## config.mk

```make
export PLATFORM = sky130hd
export DESIGN_NAME = alu_seq
export DESIGN_NICKNAME = d
export VERILOG_FILES = /design/src/rtl/alu_seq_pkg.sv /design/src/rtl/alu_seq_mul.sv /design/src/rtl/alu_seq.sv
export SDC_FILE = /design/constraint.sdc
export NUM_CORES = 1
export LEC_CHECK = 0
export ABC_AREA = 0
export CAP_MARGIN = 20
export CORE_AREA = 2 2 109 111
export CTS_CLUSTER_DIAMETER = 60
export CTS_CLUSTER_SIZE = 40
export DETAILED_ROUTE_END_ITERATION = 7
export DIE_AREA = 0 0 111 113
export PLACE_DENSITY = 0.86
export SYNTH_ARGS = -nofsm -noshare
export SYNTH_HDL_FRONTEND = slang
export SYNTH_SLANG_ARGS = --single-unit
```

## constraint.sdc

```tcl
create_clock -name clk -period 1.65 [get_ports clk]
set_input_delay 0.33 -clock clk [delete_from_list [all_inputs] [get_ports clk]]
set_output_delay 0.33 -clock clk [all_outputs]
set_load 0.005 [all_outputs]
```

## src/rtl/alu_seq_pkg.sv

```systemverilog
// Shared types for the ALU sequencer, plus the small common/alu packages it builds on.
// Define ALU_SEQ_MUL_EN to build the iterative shift-add multiply state.

package common;

  localparam int unsigned MIN_WIDTH = 2;

endpackage

package alu;

  typedef enum logic [2:0] {
    CORE_OP_ADD = 3'd0,
    CORE_OP_AND = 3'd1,
    CORE_OP_OR  = 3'd2,
    CORE_OP_XOR = 3'd3
  } e_core_op;

  typedef enum logic [1:0] {
    UNARY_OP_ID  = 2'd0,
    UNARY_OP_NEG = 2'd1,
    UNARY_OP_NOT = 2'd2
  } e_unary_op;

  typedef enum logic [1:0] {
    CMP_RES_EQ = 2'd0,
    CMP_RES_LT = 2'd1,
    CMP_RES_GT = 2'd2
  } e_cmp_res;

  typedef struct packed {
    e_core_op   op;
    e_unary_op  a_op;
    e_unary_op  b_op;
    logic [4:0] b_shift;
    e_unary_op  out_op;
  } s_config;

endpackage

package alu_seq_pkg;

  import alu::*;
  import common::*;

  typedef enum logic [1:0] {
    SEQ_PASS = 2'd0,
    SEQ_CMP  = 2'd1,
    SEQ_MUL  = 2'd2
  } e_seq_kind;

  typedef enum logic [1:0] {
    StIdle    = 2'd0,
    StExec    = 2'd1,
`ifdef ALU_SEQ_MUL_EN
    StMulIter = 2'd3,
`endif
    StDone    = 2'd2
  } e_seq_state;

  localparam s_config ALU_CFG_ADD = '{
    op:      CORE_OP_ADD,
    a_op:    UNARY_OP_ID,
    b_op:    UNARY_OP_ID,
    b_shift: 5'd0,
    out_op:  UNARY_OP_ID
  };

  // a + (-b) gives a - b modulo 2^WIDTH on the shared adder.
  localparam s_config ALU_CFG_SUB = '{
    op:      CORE_OP_ADD,
    a_op:    UNARY_OP_ID,
    b_op:    UNARY_OP_NEG,
    b_shift: 5'd0,
    out_op:  UNARY_OP_ID
  };

endpackage

```

## src/rtl/alu_seq_mul.sv

```systemverilog
// Shift-add multiply state for alu_seq: accumulator, shifted multiplicand and multiplier.
// Only instantiated when ALU_SEQ_MUL_EN is defined.

module alu_seq_mul
  import alu_seq_pkg::*;
#(
  parameter int unsigned WIDTH = 32
) (
  input  logic             clk,
  input  logic             rst,
  input  logic             start,
  input  logic             step,
  input  logic [WIDTH-1:0] a,
  input  logic [WIDTH-1:0] b,
  input  logic [WIDTH-1:0] alu_out,
  output logic [WIDTH-1:0] acc_d,
  output logic [WIDTH-1:0] mcand_d,
  output logic             last
);

  logic [WIDTH-1:0] acc_q;
  logic [WIDTH-1:0] mcand_q;
  logic [WIDTH-1:0] mplier_q;
  logic [WIDTH-1:0] mplier_d;

  always_comb begin
    acc_d    = acc_q;
    mcand_d  = mcand_q;
    mplier_d = mplier_q;
    if (start) begin
      acc_d    = '0;
      mcand_d  = a;
      mplier_d = b;
    end else if (step) begin
      if (mplier_q[0]) begin
        acc_d = alu_out;
      end
      mcand_d  = mcand_q << 1;
      mplier_d = mplier_q >> 1;
    end
  end

  // Current step is the last one once no set bits remain above bit 0.
  assign last = (mplier_q[WIDTH-1:1] == '0);

  always_ff @(posedge clk) begin
    if (rst) begin
      acc_q    <= '0;
      mcand_q  <= '0;
      mplier_q <= '0;
    end else begin
      acc_q    <= acc_d;
      mcand_q  <= mcand_d;
      mplier_q <= mplier_d;
    end
  end

endmodule

```

## src/rtl/alu_seq.sv

```systemverilog
// Multi-cycle command sequencer in front of the shared combinational ALU.
// ALU_SEQ_MUL_EN enables SEQ_MUL; without it SEQ_MUL is reported as unsupported.

module alu_seq
  import alu_seq_pkg::*;
#(
  parameter int unsigned WIDTH = 32
) (
  input  logic                clk,
  input  logic                rst,
  input  logic                cmd_valid,
  output logic                cmd_ready,
  input  e_seq_kind           cmd_kind,
  input  alu::s_config        cmd_cfg,
  input  logic [WIDTH-1:0]    cmd_a,
  input  logic [WIDTH-1:0]    cmd_b,
  output logic                rsp_valid,
  input  logic                rsp_ready,
  output logic [WIDTH-1:0]    rsp_data,
  output alu::e_cmp_res       rsp_cmp,
  output logic                rsp_err,
  output alu::s_config        alu_cfg,
  output logic [WIDTH-1:0]    alu_a,
  output logic [WIDTH-1:0]    alu_b,
  input  logic [WIDTH-1:0]    alu_out
);

  e_seq_state state_q;
  e_seq_kind  kind_q;
  logic       accept;
  logic       cmp_lt;

  assign cmd_ready = (state_q == StIdle) && !rst;
  assign accept    = cmd_valid && cmd_ready;

  // In EXEC the latched operands sit on alu_a/alu_b; equal signs defer to the difference sign.
  assign cmp_lt = (alu_a[WIDTH-1] != alu_b[WIDTH-1]) ? alu_a[WIDTH-1] : alu_out[WIDTH-1];

`ifdef ALU_SEQ_MUL_EN
  logic             mul_start;
  logic             mul_step;
  logic             mul_last;
  logic [WIDTH-1:0] acc_d;
  logic [WIDTH-1:0] mcand_d;

  assign mul_start = accept && (cmd_kind == SEQ_MUL) && (cmd_b != '0);
  assign mul_step  = (state_q == StMulIter);

  alu_seq_mul #(
    .WIDTH (WIDTH)
  ) u_mul (
    .clk     (clk),
    .rst     (rst),
    .start   (mul_start),
    .step    (mul_step),
    .a       (cmd_a),
    .b       (cmd_b),
    .alu_out (alu_out),
    .acc_d   (acc_d),
    .mcand_d (mcand_d),
    .last    (mul_last)
  );
`endif

  always_ff @(posedge clk) begin
    if (rst) begin
      state_q   <= StIdle;
      kind_q    <= SEQ_PASS;
      rsp_valid <= 1'b0;
      rsp_data  <= '0;
      rsp_cmp   <= alu::CMP_RES_EQ;
      rsp_err   <= 1'b0;
      alu_cfg   <= ALU_CFG_ADD;
      alu_a     <= '0;
      alu_b     <= '0;
    end else begin
      unique case (state_q)
        StIdle: begin
          if (accept) begin
            kind_q   <= cmd_kind;
            rsp_data <= '0;
            rsp_cmp  <= alu::CMP_RES_EQ;
            rsp_err  <= 1'b0;
            case (cmd_kind)
              SEQ_PASS, SEQ_CMP: begin
                state_q <= StExec;
                alu_cfg <= (cmd_kind == SEQ_PASS) ? cmd_cfg : ALU_CFG_SUB;
                alu_a   <= cmd_a;
                alu_b   <= cmd_b;
              end
`ifdef ALU_SEQ_MUL_EN
              SEQ_MUL: begin
                if (cmd_b != '0) begin
                  // First iteration adds the multiplicand onto a cleared accumulator.
                  state_q <= StMulIter;
                  alu_cfg <= ALU_CFG_ADD;
                  alu_a   <= '0;
                  alu_b   <= cmd_a;
                end else begin
                  state_q   <= StDone;
                  rsp_valid <= 1'b1;
                end
              end
`endif
              default: begin
                state_q   <= StDone;
                rsp_valid <= 1'b1;
                rsp_err   <= 1'b1;
              end
            endcase
          end
        end
        StExec: begin
          rsp_data <= alu_out;
          if (kind_q == SEQ_CMP && alu_out != '0) begin
            rsp_cmp <= cmp_lt ? alu::CMP_RES_LT : alu::CMP_RES_GT;
          end
          alu_cfg   <= ALU_CFG_ADD;
          alu_a     <= '0;
          alu_b     <= '0;
          rsp_valid <= 1'b1;
          state_q   <= StDone;
        end
`ifdef ALU_SEQ_MUL_EN
        StMulIter: begin
          if (mul_last) begin
            rsp_data  <= acc_d;
            alu_a     <= '0;
            alu_b     <= '0;
            rsp_valid <= 1'b1;
            state_q   <= StDone;
          end else begin
            alu_a <= acc_d;
            alu_b <= mcand_d;
          end
        end
`endif
        StDone: begin
          if (rsp_ready) begin
            rsp_valid <= 1'b0;
            state_q   <= StIdle;
          end
        end
        default: begin
          state_q <= StIdle;
        end
      endcase
    end
  end

endmodule
```

Word level (Yosys, flattened, before mapping)
Index checks and enable logic that the tools add are counted.

storage, ports and cells
  register bits after elaboration = 118
  latch bits = 0
  bits in writable memories = 0
  bits in read-only memories = 0
  input port bits = 116
  output and inout bits = 115
  logic and storage cells = 65
  memories kept = 0

cells by class
  $add $sub $neg = 0
  multipliers = 0
  div/mod/pow operators = 0
  order comparisons = 0
  equality and inequality tests = 10
  shift operators = 0
  multiplexer cells = 26
  bitwise gates (word level) = 0
  reduce and logical (&&, ||, !) cells = 16

operators by type and width
  operator              count
  $pmux W32 S2          3
  $mux W32              5
  $mux W14              3
  $reduce_bool A32 Y1   1
  $pmux W14 S2          1
  $mux W2               6
  $ne A2 B2 Y1 const B  4
  $eq A2 B1 Y1 const B  3
  $pmux W2 S3           1
  $reduce_and A2 Y1     3
  $reduce_and A3 Y1     2
  $mux W1               5
  $logic_not A2 Y1      2
  $pmux W2 S2           1
  $reduce_and A4 Y1     1
  $logic_and A1 B1 Y1   3
  $pmux W1 S3           1
  $reduce_bool A3 Y1    1
  $eq A2 B2 Y1 const B  1
  $ne A2 B1 Y1 const B  1
  $reduce_bool A2 Y1    1
  $reduce_or A2 Y1      1
  $logic_not A1 Y1      1
  $ne A1 B1 Y1          1

Logic depth before layout (Yosys ltp)
  depth in word-level cells = 5
  gate-level depth with buffers = 7
  mapped depth without buffers = 4

Least setup slack after synthesis
Ideal clock, no wire load.

  kind = reg2reg
  from = register state_q[0]
  to = register alu_a[12]
  setup time = 135 ps
  arrival time = 1202 ps
  required time = 1515 ps
  slack = 313 ps
  cell stages (with the launch flop) = 8
  buffers on the path = 3
  clock period less this slack = 1337 ps
  path through = dfxtp_1 -> buf_2 -> nand2b_1 -> o211ai_2 -> buf_4 -> buf_4 -> a22oi_2 -> nor2_2

on the way
  cells in the longest elaborated chain, start to end = 5
  elaborated cells between the ends (all ways) = 9
  those cells by class = eq/ne: 3; mux: 1; reduce/logical: 5

RTL lines
  element                             line                          source
  start: declaration                  alu_seq.sv:28                 e_seq_state state_q;
  start signal: assignment            alu_seq.sv:67                 state_q <= StIdle;
  start signal: assignment            alu_seq.sv:86                 state_q <= StExec;
  start signal: assignment            alu_seq.sv:106                state_q <= StDone;
  $logic_not A2 Y1                    alu_seq.sv:33, alu_seq.sv:77
  $logic_and A1 B1 Y1                 alu_seq.sv:33                 assign cmd_ready = (state_q == StIdle) && !rst;
  $logic_and A1 B1 Y1                 alu_seq.sv:34                 assign accept = cmd_valid && cmd_ready;
  $ne A2 B2 Y1 (no source line)       --
  $reduce_and A3 Y1 (no source line)  --
  end signal: assignment              alu_seq.sv:88                 alu_a <= cmd_a;
  end: declaration                    alu_seq.sv:23                 output logic [WIDTH-1:0] alu_a,

Several ways; a longest one is shown, not always the timed one.
A chain may end at the register's enable or synchronous reset.

Worst setup path after layout
  from = register alu_a[21]
  to = output alu_a[21]

No word-level cell between the ends.

==> results.json <==
{
  "status": "completed",
  "tns_ps": 0,
  "remaining_drc_errors": 0,
  "antennaDiodeCount": 0,
  "crit_path_max_incr_delay_ps": 540,
  "ant_nets": 0,
  "layout_commonest_cell": "clkdlybuf4s50_1",
  "dp_slack_ps": -295,
  "pwr-share-comb_pct": 12.5,
  "cts_buffer_depth": 2,
  "fin_crit_ps": 1620,
  "cpMaxStageDelayCell": "clkdlybuf4s50_1",
  "die_w_um": 111,
  "cp-end-kind": "primary output",
  "p_clk_share_pct": 47.9,
  "place.gp.congestion": 0.826,
  "p_sw_mw": 1.66,
  "cts_tree": "done",
  "final_max_slew_viol_count": 0,
  "tightest_slew_ps": 487,
  "worst-setup-path-type": "reg2out",
  "netlist_area_sq_mm": 0.00446,
  "cp.arrival_ps": 1290,
  "nFillCells": 831,
  "clk_latency_ps": 410,
  "fmax_mhz": 618,
  "final_nets": 785,
  "maxSlewHeadroom_pct": 67.6,
  "finClkSkew_ps": 9.17,
  "finalHoldViolCount": 0,
  "ys_types": 29,
  "grt_pass1_vias": 4292,
  "crit_buf_inv": 1,
  "power_mw": 7.57,
  "start_util_pct": 39.5,
  "antenna_found_initial": 0,
  "grt_pass1_wl_mm": 20.7,
  "cts_made_buffers": 17,
  "core_sq_mm": 0.0113,
  "synth_area_per_cell_sq_um": 10.5,
  "cap_violations": 0,
  "syn_nets": 540,
  "globalRouteOverflowTotal": 0,
  "power_density_mw_per_mm2": 994,
  "p_seq_share_pct": 39.6,
  "final_cell_mix": "222 x clkdlybuf4s50_1, 117 x dfxtp_1, 76 x nor2_1",
  "dieArea_sq_mm": 0.0125,
  "fin_ws_ps": 30.7,
  "ys_seq_elements": 118,
  "h-tree-depth": 4,
  "die_h_um": 113,
  "hp-class": "in2reg",
  "grt_max_degree": 38,
  "routedWlPerCell_um": 16.2,
  "drt_first_pass_iters": 5,
  "syn_inst": 424,
  "drive_above_1_share_pct": 22.6,
  "p_int_mw": 5.91,
  "via_per_inst": 5.10,
  "power.share.switching_pct": 22.0,
  "io_buffer_count": 230,
  "wl_mm": 13.4,
  "dpl.hpwl_mm": 9.79,
  "ys_warn_count": 0,
  "timing.final.crit_share_pct": 98.1,
  "area_delta_synth_final_pct": 70.9,
  "power_leakage_nw": 2.79,
  "ir_worst_vdd_mv": 0.637,
  "cts.reportedPaths.clkPinSlew_ps": 50,
  "cts.sinks": 118,
  "rsz0062_at_grt": "false",
  "path_max_fanout": 2,
  "setup_viol": 0,
  "worst_setup_path_start_kind": "flip-flop",
  "ys_seq_area_share_pct": 53.0,
  "track_usage_pct": 20.7,
  "drt-initial-drc-count": 243,
  "critical-path-top-delay-family": "buffers and inverters",
  "vias": 4207,
  "rows": 39,
  "clock-root-buffer": "clkbuf_16",
  "worstPathRequired_ps": 1320,
  "whs_ps": 181,
  "io_pins": 231,
  "path_cells": "clkdlybuf4s50_1"
}
## path summary, 6_finish.rpt
path / start / end / slack [ps] / cells past startpoint
max: alu_a[21]$_SDFFE_PP0P_ / alu_a[21] / 30 / 1
min: rst / kind_q[0]$_SDFFE_PP0P_ / 180 / 2
max reg2reg: state_q[0]$_SDFFE_PP0P_ / alu_cfg[8]$_SDFFE_PP0P_ / 210 / 5
min reg2reg: kind_q[0]$_SDFFE_PP0P_ / kind_q[0]$_SDFFE_PP0P_ / 460 / 2
## area by class of cell
type	instances	area [sq um]	area share, %
Timing Repair Buffer	263	2610	34.3
Sequential cell	118	2360	31.0
Multi-Input combinational cell	267	1860	24.4
Clock buffer	23	498	6.54
Tap cell	143	179	2.35
Clock inverter	9	97.6	1.28
Inverter	2	7.51	0.0986
## power groups by stage
| stage | sequential, mW | clock, mW | combinational [mW] |
|---|---|---|---|
| after floorplan | 3.05 | 0 | 0.362 |
| after global placement | 3.05 | 0 | 0.924 |
| after detailed placement | 3.05 | 0 | 0.949 |
| after CTS | 3.00 | 3.68 | 0.952 |
| after global routing | 3.00 | 3.80 | 1.01 |
| final | 3.00 | 3.63 | 0.943 |
## flip-flops by register name, indices dropped and copies added, names as in the netlist
signal	cells
alu_a	32
alu_b	32
rsp_data	32
alu_cfg	14
kind_q	2
rsp_cmp	2
state_q	2
rsp_err	1
rsp_valid	1
## cells in the mapped netlist (all sizes together)
cell / count / area [sq um]
dfxtp: 118 / 2360
nor2: 117 / 542
a22oi: 109 / 1020
buf: 24 / 200
clkbuf: 13 / 48.8
nor4: 8 / 50.1
a21oi: 6 / 30.0
nand2: 6 / 22.5
mux2i: 4 / 40.0
inv: 2 / 7.51
nand3b: 2 / 15.0
nand4: 2 / 12.5
nor2b: 2 / 20.0
nor3: 2 / 10.0
o21ai: 2 / 10.0
and3b: 1 / 12.5
and4bb: 1 / 12.5
nand2b: 1 / 6.26
nand3: 1 / 5.00
o2111ai: 1 / 8.76
o211ai: 1 / 12.5
or3b: 1 / 8.76
## layer usage
layer | global-route usage (%) | part of all wire (%) | wire [um]
met5 | 0 | 0 | 0
met4 | 10.8 | 3.0 | 403
met3 | 6.59 | 6.9 | 916
met2 | 36.1 | 51 | 6800
met1 | 22.6 | 39 | 5240
## cells by family after synthesis
group                  after synthesis  synth area share (%)
AOI/OAI and AO/OA                  119                  24.2
muxes                                4                 0.899
DFF                                118                  53.0
buffers and inverters               39                  5.76
and+or+nand+nor                    144                  16.1
## through the flow
stage          utilization (%)  instances  cell area (sq um)
2_1_floorplan                -        424               4460
6_report                  67.6        825               7610
3_3_place_gp              62.2        793               7010
5_1_grt                   67.6        825               7610
3_5_place_dp              62.2        793               7010
4_1_cts                   67.5        825               7610
## repair_timing
| action | 4_1_cts | 5_1_grt |
|---|---|---|
| endpoints found under the setup margin | 4 | 3 |
| pin swaps | 0 | 0 |
| buffers inserted | 0 | 0 |
| resized for setup | 6 | 3 |
| hold buffers | 0 | 0 |
Power figures use the tool's default switching activity.
==> RTL edit, RTL diff (same flow settings) <==
Make the reset (`rst`) asynchronous in one clocked block.
--- a/src/rtl/alu_seq.sv
+++ b/src/rtl/alu_seq.sv
@@ -63,5 +63,5 @@
 `endif
 
-  always_ff @(posedge clk) begin
+  always_ff @(posedge clk or posedge rst) begin
     if (rst) begin
       state_q   <= StIdle;
Function: differs if rst is asserted again (counterexample within 4 cycles, from zero or initial values and one cycle with rst high); with rst held inactive, the same outputs for 4 cycles.
==> RTL edit against the original RTL <==
The flow now finishes with violations (negative setup slack); setup slack got worse by 130 ps; critical path depth rose by 5; die area did not move; final area rose by 6.0%; worst hold slack improved by 300 ps; core utilization rose by 4.1 points; sequential cell count did not move; wire length rose by 13%; synthesized area fell by 2.6%; critical endpoint is now alu_a[17]; largest cell class unchanged.
Power is not compared: it rests on default switching activity, and its combinational part moved more than twofold at a synthesized area within 25%.
==> RTL edit: results (changes against the original RTL) <==
first-pass GRT wire length 22100 um (was 20700 um); Main synth FF type dfrtp_1 (was dfxtp_1); DP Worst Slack -486 ps (was -295 ps); number of global-route vias before repair 4157 (was 4292); share of layout cells above drive strength 1 0.170 (was 0.226); violated checks negative setup slack; cell count of the worst reg-to-reg path 6 (was 5); setup_tns -5050 ps (was 0 ps); Final Skew 14.3 ps (was 9.17 ps); routability cong. 0.864 (was 0.826); path type of the worst setup path flip-flop to flip-flop (was flip-flop to output pin); final setup fails 79 (was 0); Total Nets Final 697 (was 785); fraction of registers with async set/reset 1.00 (was 0); Cell variety after synth 24 (was 29); hold_ws 477 ps (was 181 ps); Synth Area in Compound Gates 0.237 (was 0.242); crit path max fanout 16 (was 2); R2R Setup Slk -100 ps (was 210 ps); FF-to-FF Start state_q[0] (unchanged); Filler Cell Count 741 (was 831); min setup slack post-route -97.3 ps (was 30.7 ps); mux cell area share after synthesis 0.00461 (was 0.00899); Seq/Total Area, Yosys 0.681 (was 0.530); hold path start kind_q[0] (was rst); status finished with violations (was completed); most frequent cells after synthesis 118 x dfrtp_1, 110 x a22o_1, 14 x clkbuf_1 (was 118 x dfxtp_1, 76 x nor2_1, 69 x a22oi_1); pin count of the biggest net entering global routing 64 (was 38); DR WL/cell 20.5 um (was 16.2 um)
## RTL edit: cell types whose count changed after synthesis, sizes merged, moves of 2 or more
cell / delta
buf: -12
nor2: -114
dfxtp: -118
nor4b: +2
mux2i: -2
dfrtp: +118
a22o: +110
a21oi: -6
inv: +2
a22oi: -107
nand3b: -2
a21o: +2
nand2: +5
## RTL edit: worst max-delay path, stage by stage, from the launching register on
cell and delay, ps:
dfrtp_1 350, buf_4 170, clkinvlp_4 130, a21o_1 260, a21o_4 260, clkbuf_16 190, a22o_1 250
## RTL edit: timing repair
item | in CTS | in global routing
setup endpoints to repair | 85 | 110
pin swaps | 1 | 4
cloned | 1 | 5
setup buffers | 5 | 7
hold buffers | 0 | 0
gates resized for setup | 21 | 39
## RTL edit: layout make-up
cell class                 instances  area, um^2  share of cell area
timing repair buffer             286        3040               0.377
sequential                       118        2950               0.366
multi-input combinational        154        1290               0.160
clock buffer                      18         429              0.0532
tap                              143         179              0.0222
clock inverter                    14         160              0.0198
inverter                           4        22.5             0.00279
